File: config.mk
export PLATFORM = sky130hd
export DESIGN_NAME = kernel_sched
export DESIGN_NICKNAME = d
export VERILOG_FILES = /design/src/rtl/kernel_sched_pkg.sv /design/src/rtl/kernel_sched_wdog.sv /design/src/rtl/kernel_sched.sv
export SDC_FILE = /design/constraint.sdc
export NUM_CORES = 1
export LEC_CHECK = 0
export CAP_MARGIN = 20
export CORE_AREA = 2 2 78 117
export DETAILED_ROUTE_END_ITERATION = 8
export DIE_AREA = 0 0 80 119
export SYNTH_ARGS = -nofsm -noshare
export SYNTH_HDL_FRONTEND = slang
export SYNTH_SLANG_ARGS = --single-unit
export TNS_END_PERCENT = 5
File: constraint.sdc
create_clock -name clk -period 3.36 [get_ports clk]
set_input_delay 0.336 -clock clk [delete_from_list [all_inputs] [get_ports clk]]
set_output_delay 0.336 -clock clk [all_outputs]
set_load 0.03 [all_outputs]
File: src/rtl/kernel_sched_pkg.sv
// Shared types for the kernel scheduler: state encoding and default index width.
package kernel_sched_pkg;

    localparam int CH_W_DEFAULT = 9;

    typedef enum logic [2:0] {
        S_IDLE  = 3'd0,
        S_LOAD  = 3'd1,
        S_PRIME = 3'd2,
        S_CONV  = 3'd3,
        S_WAIT  = 3'd4,
        S_NEXT  = 3'd5,
        S_FIN   = 3'd6
    } state_e;

endpackage

File: src/rtl/kernel_sched_wdog.sv
// Watchdog for the scheduler's open-ended waits; counts while run_i is high and
// restarts on every state entry. Only instantiated when KSCHED_WDOG_EN is defined.
module kernel_sched_wdog #(
    parameter int LIMIT = 65535
) (
    input  logic clk,
    input  logic rst_n,
    input  logic run_i,
    input  logic restart_i,
    output logic expire_o
);

    localparam int CW = $clog2(LIMIT + 1);

    logic [CW-1:0] cnt_q, cnt_d;

    // Expiry is flagged in the cycle whose closing edge would be the LIMIT-th one.
    assign expire_o = run_i && (cnt_q == CW'(LIMIT - 1));

    always_comb begin
        cnt_d = cnt_q;
        if (restart_i || !run_i) begin
            cnt_d = '0;
        end else if (!expire_o) begin
            cnt_d = cnt_q + CW'(1);
        end
    end

    always_ff @(posedge clk or negedge rst_n) begin
        if (!rst_n) begin
            cnt_q <= '0;
        end else begin
            cnt_q <= cnt_d;
        end
    end

endmodule

File: src/rtl/kernel_sched.sv
// Kernel scheduler: sequences kernel load, BRAM read prime and conv passes over
// input/output channels of one layer. Optional watchdog under KSCHED_WDOG_EN.
module kernel_sched
    import kernel_sched_pkg::*;
#(
    parameter int CH_W        = CH_W_DEFAULT,
    parameter int WDOG_CYCLES = 65535
) (
    input  logic            clk,
    input  logic            Reset,
    input  logic            start,
    input  logic            abort,
    input  logic [CH_W-1:0] CHANNEL_SIZE,
    input  logic [CH_W-1:0] OUT_CHANNEL_SIZE,
    input  logic            last_loading_1ker,
    input  logic            last_channel,
    input  logic            conv_done,
    output logic            load_BRAM_dina,
    output logic            update_BRAM_doutb,
    output logic            conv_start,
    output logic            acc_clear,
    output logic            och_done,
    output logic [CH_W-1:0] in_ch_idx,
    output logic [CH_W-1:0] out_ch_idx,
    output logic            busy,
    output logic            done,
    output logic            err
);

    if (WDOG_CYCLES < 2) begin : g_bad_wdog
        $error("WDOG_CYCLES must be at least 2");
    end

    state_e          state_q, state_d;
    logic [CH_W-1:0] ch_size_q, ch_size_d, och_size_q, och_size_d;
    logic [CH_W-1:0] in_idx_q, in_idx_d, out_idx_q, out_idx_d;
    logic            err_q, err_d;
    logic            load_q, load_d, upd_q, upd_d, cstart_q, cstart_d;
    logic            aclr_q, aclr_d, ochd_q, ochd_d, done_q, done_d;
    logic            in_last, out_last, wdog_expire;

    assign in_last  = (in_idx_q == ch_size_q - CH_W'(1));
    assign out_last = (out_idx_q == och_size_q - CH_W'(1));

`ifdef KSCHED_WDOG_EN
    kernel_sched_wdog #(.LIMIT(WDOG_CYCLES)) u_wdog (
        .clk       (clk),
        .rst_n     (Reset),
        .run_i     ((state_q == S_LOAD) || (state_q == S_WAIT)),
        .restart_i (state_d != state_q),
        .expire_o  (wdog_expire)
    );
`else
    assign wdog_expire = 1'b0;
`endif

    // NOTE: every variable gets a default first so no path through the case infers a latch.
    always_comb begin
        state_d    = state_q;
        ch_size_d  = ch_size_q;
        och_size_d = och_size_q;
        in_idx_d   = in_idx_q;
        out_idx_d  = out_idx_q;
        err_d      = err_q;
        // Strobes are registered from the current state, so they trail it by one cycle.
        load_d     = (state_q == S_LOAD);
        upd_d      = (state_q == S_PRIME);
        cstart_d   = (state_q == S_CONV);
        aclr_d     = (state_q == S_CONV) && (in_idx_q == '0);
        ochd_d     = (state_q == S_NEXT) && in_last;
        done_d     = (state_q == S_FIN);

        if (abort || wdog_expire) begin
            state_d   = S_IDLE;
            in_idx_d  = '0;
            out_idx_d = '0;
            load_d    = 1'b0;
            upd_d     = 1'b0;
            cstart_d  = 1'b0;
            aclr_d    = 1'b0;
            ochd_d    = 1'b0;
            done_d    = 1'b0;
            if (!abort) err_d = 1'b1;
        end else begin
            unique case (state_q)
                S_IDLE: if (start) begin
                    ch_size_d  = CHANNEL_SIZE;
                    och_size_d = OUT_CHANNEL_SIZE;
                    in_idx_d   = '0;
                    out_idx_d  = '0;
                    if (CHANNEL_SIZE == '0 || OUT_CHANNEL_SIZE == '0) begin
                        err_d   = 1'b1;
                        state_d = S_FIN;
                    end else begin
                        err_d   = 1'b0;
                        state_d = S_LOAD;
                    end
                end
                S_LOAD:  if (last_loading_1ker) state_d = S_PRIME;
                S_PRIME: state_d = S_CONV;
                S_CONV:  state_d = S_WAIT;
                S_WAIT:  if (conv_done) state_d = S_NEXT;
                S_NEXT: begin
                    if (last_channel != in_last) err_d = 1'b1;
                    if (!in_last) begin
                        in_idx_d = in_idx_q + CH_W'(1);
                        state_d  = S_PRIME;
                    end else begin
                        in_idx_d = '0;
                        if (out_last) begin
                            state_d = S_FIN;
                        end else begin
                            out_idx_d = out_idx_q + CH_W'(1);
                            state_d   = S_LOAD;
                        end
                    end
                end
                S_FIN: begin
                    in_idx_d  = '0;
                    out_idx_d = '0;
                    state_d   = S_IDLE;
                end
                default: state_d = S_IDLE;
            endcase
        end
    end

    // NOTE: sequential state uses non-blocking assignments only, so all registers update together.
    always_ff @(posedge clk or negedge Reset) begin
        if (!Reset) begin
            state_q    <= S_IDLE;
            ch_size_q  <= '0;
            och_size_q <= '0;
            in_idx_q   <= '0;
            out_idx_q  <= '0;
            err_q      <= 1'b0;
            load_q     <= 1'b0;
            upd_q      <= 1'b0;
            cstart_q   <= 1'b0;
            aclr_q     <= 1'b0;
            ochd_q     <= 1'b0;
            done_q     <= 1'b0;
        end else begin
            state_q    <= state_d;
            ch_size_q  <= ch_size_d;
            och_size_q <= och_size_d;
            in_idx_q   <= in_idx_d;
            out_idx_q  <= out_idx_d;
            err_q      <= err_d;
            load_q     <= load_d;
            upd_q      <= upd_d;
            cstart_q   <= cstart_d;
            aclr_q     <= aclr_d;
            ochd_q     <= ochd_d;
            done_q     <= done_d;
        end
    end

    assign load_BRAM_dina    = load_q;
    assign update_BRAM_doutb = upd_q;
    assign conv_start        = cstart_q;
    assign acc_clear         = aclr_q;
    assign och_done          = ochd_q;
    assign done              = done_q;
    assign err               = err_q;
    assign in_ch_idx         = in_idx_q;
    assign out_ch_idx        = out_idx_q;
    assign busy              = (state_q != S_IDLE);

endmodule

==> run metrics <==
die area 9520 sq um; critical path data required time 3.52 ns; GRT Resource Usage Total 16.7%; Final #Nets approximately 400; CP Class reg -> reg; H-tree levels 2; arrival time at the worst endpoint 2.90 ns; via count around 2600; drt wl/cell 15.8 um; cell area after synthesis 2920 sq um; DRC 0; Hold Worst Slack 0.00180 ns; GR Overflow Total 0; cell row count 42; commonest non-fill, non-tap cells in the layout clkdlybuf4s50_1, dfrtp_1, nor2_1; HPWL after DPL between 5 and 6 mm; YS warnings 0; critical path launch point type register; met3 Track Usage GR roughly 2.7%; io pins between 50 and 60; CTS root buf clkbuf_16; max_cap viols 0; global-route wire length before repair between 10 and 15 mm; PwrDens ~580 nW/um^2; core footprint 8620 sq um; Die Ht approximately 120 um; Most used DFF post-synth dfrtp_1; Least-Margin Pin Slew between 0.5 and 0.6 ns; syn avg cell area roughly 9.2 sq um; area occupied by multi-input gates approximately 1700 sq um; largest net degree at the start of global routing 28; n_diodes 0; Area Growth Syn to Fin 25.8%; antenna violations before repair 0; commonest non-fill, non-tap cell in the layout clkdlybuf4s50_1; TritonRoute pass-1 iters 4; maximum VDD drop slightly above 0.3 mV; hold_buf cts 0; CTS max path bufs 2; Resized Gates After CTS 0; outcome complete, no violations; Synth cell types slightly above 60; Critical Path End Type register; post-route clock skew approximately 0.0031 ns; Post-CTS Setup Inserts 0; Hold Violations, Final 0; port bufs 50; fin. max-slew vios 0; CTS tree yes; clock sink count 46; grt peak-use layer met2; Fill cells 879; M2 GR Usage just under 30%; post-route minimum period approximately 2.7 ns; fraction of layout cells with a size suffix above 1 a little over a tenth; static leakage ~1.5 nW; Skew-Pair Late Insertion Delay 0.29 ns; RePlAce Congestion around 0.92; Post-synth EDFFs 0; Initial DRC Count a little over 200; drt total wl between 7 and 8 mm; Post-synth ARST share 100%; RSZ-0062 raised after global routing false; CTS clk-pin slew, worst paths 0.06 ns; post-synthesis sequential area ratio 39.5%; Initial Utilization between 30% and 40%; Synth Instances between 300 and 400; DR vias/cell 5.45; vias in the first global route approximately 2600; total CTS buffers 5; Seq cells post-synth 46; Max-slew headroom between 60% and 70%; Worst Path Max Fanout 6; syn_nets between 300 and 400; Peak Freq approximately 0.37 GHz; Min-Delay Path Class in -> async; met1 usage between 10% and 20%; endpoints failing setup 0; period utilization between 80% and 90%; path depth of the worst reg2reg path 9; area taken by flip-flops and latches 1150 sq um; setup TNS 0 ns; chip width ~80 um; Final ANT Viol Nets 0
## path summary, 6_finish.rpt
path                          startpoint                end  slack [ns]
max                        och_size_q[0]      out_ch_idx[5]        0.62
max reg2reg                och_size_q[0]      out_ch_idx[5]        0.62
max in group asynchronous          Reset  update_BRAM_doutb        2.62
min reg2reg                          err                err        0.52
min in group clk                     err                err        0.52
min                                Reset       ch_size_q[4]       0.002
## stage by stage
stage	utilization [%]	instance area, sq um	setup WS, ns	instances	power [W]
4_1_cts	42.6	3670	0.662	476	0.00213
2_1_floorplan	-	2920	0.871	317	0.00143
5_1_grt	42.6	3670	0.385	476	0.00227
3_5_place_dp	41.1	3540	0.662	469	0.00166
6_report	42.6	3670	0.622	476	0.00211
3_3_place_gp	41.1	3540	0.737	469	0.00163
## layer usage
metal	wire [um]	share of wire (%)	up-vias
met5	0	0	-
met4	248	3.3	0
met3	255	3.4	18
met2	3920	52	60
met1	3090	41	1251
li1	-	-	1267
## report_power, final
part           switching [W]  total, W  internal [W]  leakage (nW)
clock               0.000201  0.000474      0.000272        0.0640
combinational       0.000398  0.000771      0.000373         0.811
sequential          0.000192  0.000870      0.000678         0.599
total               0.000790   0.00211       0.00132          1.47
## flip-flops by register name (all words and copies together) (netlist names)
name,flops
state_q,3
och_size_q,9
load_BRAM_dina,1
acc_clear,1
ch_size_q,9
in_ch_idx,9
done,1
err,1
conv_start,1
update_BRAM_doutb,1
out_ch_idx,9
och_done,1
## cell type report
type,instances,area share [%]
repair buffers,55,14.5
flip-flops and latches,46,31.4
multi-input cells,242,45.1
well taps,110,3.75
clock buffers,7,3.61
inverters,16,1.64
## cells by family (layout without fill, tap and decap cells)
logic type	Yosys count	in the layout	synth area share [%]
flops	46	46	39.5
simple gates	130	130	24.2
fa+ha+maj	5	5	2.14
mux	20	20	7.63
xor+xnor	17	17	5.10
compound gates	70	70	17.7
buf+inv	29	78	3.77
## critical path, cell delays in order (launching register included)
cell and delay, ns:
dfrtp_1 0.42, inv_1 0.08, ha_1 0.22, or4b_1 0.52, o41ai_1 0.33, o211ai_1 0.14
nand4_1 0.23, o211ai_2 0.19, o311ai_1 0.35, o211ai_1 0.13
## synth_stat cells, types with 4 or more instances
library cell | instances | share of area, %
dfrtp_1 | 46 | 39
nor2_1 | 27 | 3.5
nand2_1 | 25 | 3.2
mux2_2 | 18 | 6.9
inv_1 | 16 | 2.1
nor3_1 | 16 | 2.7
nand3_1 | 12 | 2.1
clkbuf_1 | 11 | 1.4
a21oi_1 | 10 | 1.7
xnor2_1 | 9 | 2.7
o21ai_1 | 8 | 1.4
xor2_1 | 8 | 2.4
a31oi_1 | 6 | 1.3
nand2b_1 | 6 | 1.3
nor4_1 | 6 | 1.3
o21ai_0 | 6 | 1.0
and3_1 | 5 | 1.1
ha_1 | 5 | 2.1
o2111ai_1 | 5 | 1.5
a21o_1 | 4 | 1.0
or3_1 | 4 | 0.86
Power figures use the tool's default switching activity.
